**src/rtl/xor_puf_pkg.sv**
```systemverilog
// Shared types, default parameters and the vote helper for the XOR arbiter-PUF controller.
package xor_puf_pkg;

    typedef enum logic [2:0] {
        IDLE,
        LAUNCH,
        SETTLE,
        SAMPLE,
        CLEAR,
        DONE
    } state_e;

    localparam int unsigned DEF_N_PUF      = 3;
    localparam int unsigned DEF_SETTLE_CYC = 8;
    localparam int unsigned DEF_N_EVAL     = 5;

    function automatic logic majority(input int unsigned cnt, input int unsigned n);
        return (cnt > (n / 2));
    endfunction

endpackage

```
**src/rtl/xor_puf_eval_ctrl_puf_sync.sv**
```systemverilog
// Per-bit two-flop synchroniser for the asynchronous arbiter outputs.
module puf_sync #(
    parameter int unsigned WIDTH = 1
) (
    input  logic             clk,
    input  logic             rst,
    input  logic [WIDTH-1:0] i_d,
    output logic [WIDTH-1:0] o_q
);

    logic [WIDTH-1:0] r_meta;
    logic [WIDTH-1:0] r_sync;

    always_ff @(posedge clk or posedge rst) begin
        if (rst) begin
            r_meta <= '0;
            r_sync <= '0;
        end else begin
            r_meta <= i_d;
            r_sync <= r_meta;
        end
    end

    assign o_q = r_sync;

endmodule

```
**src/rtl/xor_puf_eval_ctrl.sv**
```systemverilog
// N-channel XOR arbiter-PUF sequencer with temporal majority vote and valid/ready output.
// Optional unanimity flag resp_stable is built when XOR_PUF_STAB_EN is defined.
module xor_puf_eval_ctrl
    import xor_puf_pkg::*;
#(
    parameter int unsigned N_PUF      = DEF_N_PUF,
    parameter int unsigned SETTLE_CYC = DEF_SETTLE_CYC,
    parameter int unsigned N_EVAL     = DEF_N_EVAL
) (
    input  logic             clk,
    input  logic             rst,
    input  logic             start,
    output logic             busy,
    output logic             arb_launch,
    output logic             arb_clr,
    input  logic [N_PUF-1:0] puf_in,
    output logic [N_PUF-1:0] puf_snap,
    output logic             raw_xor,
    output logic             resp,
    output logic             resp_valid,
    input  logic             resp_ready
`ifdef XOR_PUF_STAB_EN
    ,
    output logic             resp_stable
`endif
);

    localparam int unsigned CNT_W = $clog2(N_EVAL + 1);
    localparam int unsigned SET_W = $clog2(SETTLE_CYC);

    if ((N_EVAL % 2) == 0 || N_EVAL < 1) begin : g_bad_n_eval
        $error("N_EVAL must be odd and >= 1");
    end
    if (SETTLE_CYC < 3) begin : g_bad_settle
        $error("SETTLE_CYC must be >= 3");
    end
    if (N_PUF < 2) begin : g_bad_n_puf
        $error("N_PUF must be >= 2");
    end

    state_e             r_state;
    state_e             w_state_nxt;
    logic [SET_W-1:0]   r_settle_cnt;
    logic [CNT_W-1:0]   r_eval_cnt;
    logic [CNT_W-1:0]   r_ones_cnt;
    logic [CNT_W-1:0]   w_ones_nxt;
    logic [N_PUF-1:0]   w_sync;
    logic               w_par;
    logic               w_last_eval;
    logic               w_settle_done;

    puf_sync #(
        .WIDTH (N_PUF)
    ) u_puf_sync (
        .clk (clk),
        .rst (rst),
        .i_d (puf_in),
        .o_q (w_sync)
    );

    assign w_par         = ^w_sync;
    assign w_last_eval   = (r_eval_cnt == CNT_W'(N_EVAL - 1));
    assign w_settle_done = (r_settle_cnt == SET_W'(SETTLE_CYC - 1));
    assign w_ones_nxt    = (w_par && (r_ones_cnt != CNT_W'(N_EVAL))) ?
                           r_ones_cnt + CNT_W'(1) : r_ones_cnt;

    always_ff @(posedge clk or posedge rst) begin
        if (rst) begin
            r_state <= IDLE;
        end else begin
            r_state <= w_state_nxt;
        end
    end

    always_comb begin
        w_state_nxt = r_state;
        busy        = 1'b1;
        arb_launch  = 1'b0;
        arb_clr     = 1'b0;
        unique case (r_state)
            IDLE: begin
                busy    = 1'b0;
                arb_clr = 1'b1;
                if (start) w_state_nxt = LAUNCH;
            end
            LAUNCH: begin
                arb_launch  = 1'b1;
                w_state_nxt = SETTLE;
            end
            SETTLE: begin
                if (w_settle_done) w_state_nxt = SAMPLE;
            end
            SAMPLE: begin
                w_state_nxt = w_last_eval ? DONE : CLEAR;
            end
            CLEAR: begin
                arb_clr     = 1'b1;
                w_state_nxt = LAUNCH;
            end
            DONE: begin
                arb_clr = 1'b1;
                if (resp_ready) w_state_nxt = IDLE;
            end
            default: w_state_nxt = IDLE;
        endcase
    end

    always_ff @(posedge clk or posedge rst) begin
        if (rst) begin
            r_settle_cnt <= '0;
            r_eval_cnt   <= '0;
            r_ones_cnt   <= '0;
            puf_snap     <= '0;
            raw_xor      <= 1'b0;
            resp         <= 1'b0;
            resp_valid   <= 1'b0;
`ifdef XOR_PUF_STAB_EN
            resp_stable  <= 1'b0;
`endif
        end else begin
            unique case (r_state)
                IDLE: begin
                    if (start) begin
                        r_eval_cnt <= '0;
                        r_ones_cnt <= '0;
                    end
                end
                LAUNCH: r_settle_cnt <= '0;
                SETTLE: r_settle_cnt <= r_settle_cnt + SET_W'(1);
                SAMPLE: begin
                    puf_snap   <= w_sync;
                    raw_xor    <= w_par;
                    r_ones_cnt <= w_ones_nxt;
                    r_eval_cnt <= r_eval_cnt + CNT_W'(1);
                    // Vote uses the count including this final sample.
                    if (w_last_eval) begin
                        resp       <= majority(32'(w_ones_nxt), N_EVAL);
                        resp_valid <= 1'b1;
`ifdef XOR_PUF_STAB_EN
                        resp_stable <= (w_ones_nxt == '0) ||
                                       (w_ones_nxt == CNT_W'(N_EVAL));
`endif
                    end
                end
                DONE: begin
                    if (resp_ready) resp_valid <= 1'b0;
                end
                default: ;
            endcase
        end
    end

endmodule

```
**config.mk**
```make
export PLATFORM = sky130hd
export DESIGN_NAME = xor_puf_eval_ctrl
export DESIGN_NICKNAME = d
export VERILOG_FILES = /design/src/rtl/xor_puf_pkg.sv /design/src/rtl/xor_puf_eval_ctrl_puf_sync.sv /design/src/rtl/xor_puf_eval_ctrl.sv
export SDC_FILE = /design/constraint.sdc
export NUM_CORES = 1
export LEC_CHECK = 0
export BUFFER_PORTS_ARGS = -buffer_cell sky130_fd_sc_hd__buf_2
export CORE_ASPECT_RATIO = 1.5
export CORE_MARGIN = 2
export CORE_UTILIZATION = 30
export DETAILED_ROUTE_END_ITERATION = 6
export GPL_TIMING_DRIVEN = 0
export MAX_ROUTING_LAYER = met4
export PLACE_DENSITY = 0.47
export REMOVE_ABC_BUFFERS = 1
export SLEW_MARGIN = 25
export SYNTH_ARGS = -nofsm -noshare
export SYNTH_HDL_FRONTEND = slang
export SYNTH_SLANG_ARGS = --single-unit
```
**constraint.sdc**
```tcl
create_clock -name clk -period 1.4 [get_ports clk]
set_clock_uncertainty 0.15 [all_clocks]
set_input_delay 0.07 -clock clk [delete_from_list [all_inputs] [get_ports clk]]
set_output_delay 0.07 -clock clk [all_outputs]
set_load 0.02 [all_outputs]
```
==> impl_metrics.yaml, run 1 <==
outcome:
  outcome: "complete, but fails checks"
  violations: "negative setup slack"
cells_and_area:
  final_nets: 156
  multi_input_area_sq_um: 572
  utilization: 0.455
  area_delta_synth_final_pct: 47.1
  fillers: 347
  ff_latch_area_sq_um: 606
  diodes: 0
  drive_above_1_share: 0.415
power:
  p_per_area_nw_per_um2: 1090
  vdd_drop_max_v: 0.000715
  p_leak_nw: 0.785
grt:
  grtUsageTotal: 0.135
  grt_max_degree: 25
  use_met1: 0.167
  first_global_vias: 884
  grt_pass1_wl_um: 4110
  grt_busiest_layer: "met2"
  use_met3: 0.0169
  antenna_found_initial: 0
  grt-ovfl-total: 0
  grtUsageMet2: 0.220
floorplanning:
  io-pin-count: 16
  die-area_sq_um: 4240
  core_area_sq_um: 3610
  start_util: 0.309
  die_y_um: 78.8
  rows: 27
  dieWidth_um: 53.9
setup_path:
  crit_chain: "xnor3_2 > a211oi_4 > o21bai_1 > a22o_1"
  startpoint: "u_puf_sync.o_q[1]"
  max_stage_delay_ns: 0.44
  endpoint: "r_ones_cnt[2]"
  path_class: "flop to flop"
  reg2reg_from: "u_puf_sync.o_q[1]"
  crit_buf_inv: 0
  cp_slowest_cell: "xnor3_2"
  worst_ep_arrival_time_ns: 1.65
  path_delay_family: "compound AO/OA/AOI/OAI gates"
  r2r_end: "r_ones_cnt[2]"
  cp.required_ns: 1.42
  cp_max_fo: 4
  reg2reg_slack_ns: -0.23
  setup.worst_path.start_class: "flop"
  cp-end-kind: "flop"
  reg2reg_depth: 4
  cp.depth: 4
yosys:
  synth_edf_count: 0
  synth_area_leaders: "dfrtp_1 54%, ha_1 6.7%, nand2_1 5.7%, a22o_1 5.5%, o21ai_0 3.1%"
  synth_largest_area_cell: "dfrtp_1"
  ys_warn_count: 0
  syn_area_sq_um: 1120
  synth-async-reset-ratio: 1.00
  synth_flop_cell: "dfrtp_1"
  avgSynthCellArea_sq_um: 10.9
  ys_types: 31
  ys_seq_area_frac: 0.537
  synth_top_area_share: 0.537
  synthCells: 103
  ys_ff_latch: 24
timing:
  fin_crit_ns: 1.63
  timing.final.ws_setup_ns: -0.227
  fin_hold_ws_ns: 0.0117
  setup_violations: 7
  fmax_mhz: 614
  relSlewSlack: 0.684
  tightest_slew_ns: 0.471
  grt_setup_unrepaired: "true"
  slew_viol_final: 0
  final-hold-violation-count: 0
  finalCritPeriodShare: 1.16
clock_network:
  path_clk_slew_ns: 0.09
  cts-root-buf: "clkbuf_8"
  cts.path.max_buffers: 2
  cts_tree: "built"
  ctsHtreeMaxLevel: 1
  clkSinkCount: 24
  cts_buffers: 3
  clk_latency_ns: 0.27
worst_hold_path:
  hp-class: "input port to flop"
placed_design:
  numPortBuffers: 15
  gp_congestion: 0.678
  hpwl_um: 1520
routing:
  drcViolationCount: 0
  drtIter0Drc: 6
  vias: 897
  dr.pass1.iters: 4
  vias_per_cell: 4.85
  wl_per_cell_um: 13.5
  final_antenna_net_count: 0
  wirelength_um: 2510
run:
  max_cap_viol_count: 0
[repair_timing]
item,in CTS,in global routing
endpoints found under the setup margin,18,12
pin swaps,11,7
hold endpoints to repair,29,24
hold buffers,4,1
resized for setup,26,18
cloned,0,0
setup buffers,13,7
[where the power goes]
part | total [W] | internal [W] | switching, W
Combinational | 0.000373 | 0.000183 | 0.000190
Sequential | 0.000808 | 0.000754 | 0.0000541
Clock | 0.000621 | 0.000383 | 0.000238
Total | 0.00180 | 0.00132 | 0.000482
[worst min-delay path, cell delays in order]
cell     delay, ns
buf_2         0.12
a21oi_4       0.07
nand2_1       0.06
o21ai_0       0.07
[cell type report]
cell class                 instances  area share
clock inverter                     1      0.0183
clock buffer                       3      0.0251
sequential                        24       0.368
inverter                           7      0.0175
tap                               43      0.0327
multi-input combinational         69       0.348
timing repair buffer              38       0.191
[layout by cell type, fill, tap and decap left out, types with 2 or more instances in the layout]
cell	instances
a21oi_4	2
a22o_1	7
buf_2	13
buf_4	8
buf_6	11
clkbuf_8	3
dfrtp_1	20
dfrtp_2	4
dlygate4sd3_1	5
ha_1	4
inv_1	5
mux2i_1	2
nand2_1	16
nand2b_1	2
nor2_1	5
o21ai_0	3
o21ai_1	3
o21ai_2	2
o22a_1	2
[flip-flops by register name, summed over array words and instances, names as in the netlist]
name,cells
r_ones_cnt,3
u_puf_sync.r_meta,3
puf_snap,3
resp,1
resp_valid,1
u_puf_sync.o_q,3
r_state,3
raw_xor,1
r_settle_cnt,3
r_eval_cnt,3
[cells in the mapped netlist (2+ instances only)]
| cell type | number |
|---|---|
| a22o_1 | 7 |
| nor2_1 | 6 |
| buf_2 | 2 |
| dfrtp_1 | 24 |
| nand2b_1 | 2 |
| inv_1 | 7 |
| o21ai_0 | 7 |
| nand2_1 | 17 |
| mux2i_1 | 2 |
| a21oi_1 | 2 |
| o22a_1 | 2 |
| ha_1 | 6 |
[layer usage]
metal	part of all wire	vias up
met2	0.53	14
met1	0.43	438
met3	0.022	5
met4	0.018	0
met5	0	-
li1	-	440
[metrics by stage]
| step | setup TNS, ns | total power (W) | setup WS, ns | instance area [sq um] | std cells |
|---|---|---|---|---|---|
| 6_report | -0.887 | 0.00180 | -0.227 | 1650 | 185 |
| 2_1_floorplan | -0.702 | 0.00103 | -0.222 | 1100 | 100 |
| 3_5_place_dp | -3.04 | 0.00109 | -0.500 | 1230 | 158 |
| 4_1_cts | -0.790 | 0.00179 | -0.243 | 1530 | 179 |
| 5_1_grt | -1.34 | 0.00190 | -0.269 | 1650 | 185 |
| 3_3_place_gp | -2.83 | 0.00108 | -0.491 | 1230 | 158 |
[worst min-delay path by stage]
stage / startpoint / to / slack [ns] / cells past startpoint
2_1_floorplan: rst / puf_snap[0] / -0.07 / 1
3_3_place_gp: puf_in[2] / u_puf_sync.r_meta[2] / 0.03 / 1
3_5_place_dp: puf_in[2] / u_puf_sync.r_meta[2] / 0.03 / 1
4_1_cts: rst / u_puf_sync.r_meta[0] / -0.11 / 2
5_1_grt: start / r_eval_cnt[0] / 0.03 / 4
6_report: start / r_eval_cnt[0] / 0.01 / 4
[kinds of logic after synthesis]
group | synth area share
multiplexers | 0.0280
XOR/XNOR | 0.0280
flip-flops | 0.537
buffers and inverters | 0.0358
AO/OA/AOI/OAI | 0.170
adder cells (fa/ha/maj) | 0.0671
AND/OR/NAND/NOR | 0.134
(Power assumes the default switching activity.)
==> run 2, diff against run 1 <==
--- a/config.mk
+++ b/config.mk
@@ -14,6 +14,7 @@
 export MAX_ROUTING_LAYER = met4
 export PLACE_DENSITY = 0.47
 export REMOVE_ABC_BUFFERS = 1
+export SETUP_SLACK_MARGIN = 0.2
 export SLEW_MARGIN = 25
 export SYNTH_ARGS = -nofsm -noshare
 export SYNTH_HDL_FRONTEND = slang
==> run 2 against run 1 <==
  * The flow still finishes with violations (negative setup slack)
  * Utilization is 3.8 points higher
  * Worst hold slack worse by 0.0077 ns
  * Setup slack worse by 0.025 ns
  * Non-clock buffer count is 10 higher
  * Clock power hardly changed
  * Sequential cell count stayed put
  * Critical endpoint unchanged
  * Largest power group unchanged
  * Highest routed layer unchanged
==> impl_metrics.yaml, run 2 (synthesized netlist as in run 1, its figures left out) <==
placed_design:
  gp_congestion: 0.678
  dp.cells: 158
  hpwl_um: 1520
  numPortBuffers: 15
worst_hold_path:
  hold_path.startpoint: "start"
  holdPathStages: 4
  hp-class: "input port to flop"
  hold-path-endpoint: "r_eval_cnt[0]"
routing:
  drcViolationCount: 0
  dr.pass1.iters: 4
  final_antenna_net_count: 0
  wl_per_cell_um: 13.8
  wirelength_um: 2680
  drtIter0Drc: 16
  vias_per_cell: 4.76
  vias: 929
cells_and_area:
  layout_common_cells: "20 x dfrtp_1, 19 x buf_6, 14 x nand2_1"
  instances_no_fill: 195
  final_nets: 166
  area_delta_synth_final_pct: 59.3
  layout_commonest_cell: "dfrtp_1"
  drive_above_1_share: 0.480
  diodes: 0
  fillers: 327
timing:
  relSlewSlack: 0.676
  grt_setup_unrepaired: "true"
  tightest_slew_ns: 0.483
  fin_crit_ns: 1.65
  fmax_mhz: 605
  timing.final.ws_setup_ns: -0.253
  finalCritPeriodShare: 1.18
  setup_violations: 15
  slew_viol_final: 0
  final-hold-violation-count: 0
grt:
  grt-ovfl-total: 0
  antenna_found_initial: 0
  first_global_vias: 926
  grt_max_degree: 25
  grt_pass1_wl_um: 4330
  grtUsageTotal: 0.142
floorplanning:
  io-pin-count: 16
  start_util: 0.309
  rows: 27
  die_y_um: 78.8
  die-area_sq_um: 4240
  core_area_sq_um: 3610
  dieWidth_um: 53.9
setup_path:
  worst_ep_arrival_time_ns: 1.67
  reg2reg_depth: 4
  reg2reg_from: "u_puf_sync.o_q[2]"
  cp_slowest_cell: "xnor3_2"
  max_stage_delay_ns: 0.50
  cp.required_ns: 1.42
  path_class: "flop to flop"
  path_delay_family: "compound AO/OA/AOI/OAI gates"
  r2r_end: "r_ones_cnt[2]"
  crit_buf_inv: 0
  reg2reg_slack_ns: -0.25
  setup.worst_path.start_class: "flop"
  crit_chain: "xnor3_2 > a211oi_4 > o21bai_1 > a22o_1"
  cp_max_fo: 4
  cp-end-kind: "flop"
clock_network:
  cts.path.max_buffers: 2
  cts-root-buf: "clkbuf_8"
  clkSinkCount: 24
  cts_tree: "built"
  ctsHtreeMaxLevel: 1
  clk_latency_ns: 0.27
  path_clk_slew_ns: 0.09
  cts_buffers: 3
run:
  max_cap_viol_count: 0
power:
  p_leak_nw: 0.860
  p_per_area_nw_per_um2: 1010
  vdd_drop_max_v: 0.000705
  power.total_w: 0.00180
outcome:
  outcome: "complete, but fails checks"
  violations: "negative setup slack"
-- run 2: per-stage QoR --
stage	worst slack (ns)	area, sq um	utilization	TNS (ns)	hold slack, ns
after floorplan	-0.222	1100	-	-0.702	-0.0654
after global placement	-0.491	1230	0.341	-2.83	0.0306
after detailed placement	-0.500	1230	0.341	-3.04	0.0298
after CTS	-0.243	1630	0.450	-0.988	-0.112
after global routing	-0.281	1780	0.493	-2.15	0.000672
final	-0.253	1780	0.493	-1.42	0.00405
-- run 2: worst max path at each step --
stage / slack [ns] / endpoint / start / cells after the start
after detailed placement: -0.50 / resp / r_state[1] / 4
final: -0.25 / r_ones_cnt[2] / u_puf_sync.o_q[2] / 4
after global routing: -0.28 / r_ones_cnt[2] / u_puf_sync.o_q[2] / 4
after CTS: -0.24 / r_ones_cnt[2] / u_puf_sync.o_q[0] / 4
after global placement: -0.49 / resp / r_state[1] / 4
after floorplan: -0.22 / resp / r_state[1] / 4
-- run 2: cell type report --
cell class | count | area, sq um | area share
Clock buffer | 3 | 41.3 | 0.0232
Clock inverter | 1 | 30.0 | 0.0169
Inverter | 7 | 28.8 | 0.0162
Multi-Input combinational cell | 69 | 593 | 0.333
Sequential cell | 24 | 606 | 0.340
Tap cell | 43 | 53.8 | 0.0302
Timing Repair Buffer | 48 | 429 | 0.241
-- run 2: metal layers --
metal,global-route usage,vias up,part of all wire
met2,0.234,12,0.55
met4,0.0538,0,0.015
met5,-,-,0
met1,0.174,456,0.42
li1,-,456,-
met3,0.0169,5,0.016
-- run 2: worst min-delay path, delay by kind of cell --
family | cells | cell delay (ns)
AOI/OAI and AO/OA | 2 | 0.14
buffers and inverters | 1 | 0.12
and+or+nand+nor | 1 | 0.06
-- run 2: power breakdown --
part | internal [W] | switching [W]
combinational | 0.000183 | 0.000192
clock | 0.000383 | 0.000238
sequential | 0.000754 | 0.0000550
-- run 2: timing repair --
action / 4_1_cts / 5_1_grt
hold buffers: 4 / 1
buffers inserted: 17 / 10
pin swaps: 23 / 11
endpoints found under the hold margin: 30 / 25
setup endpoints to repair: 20 / 20
resized for setup: 47 / 15
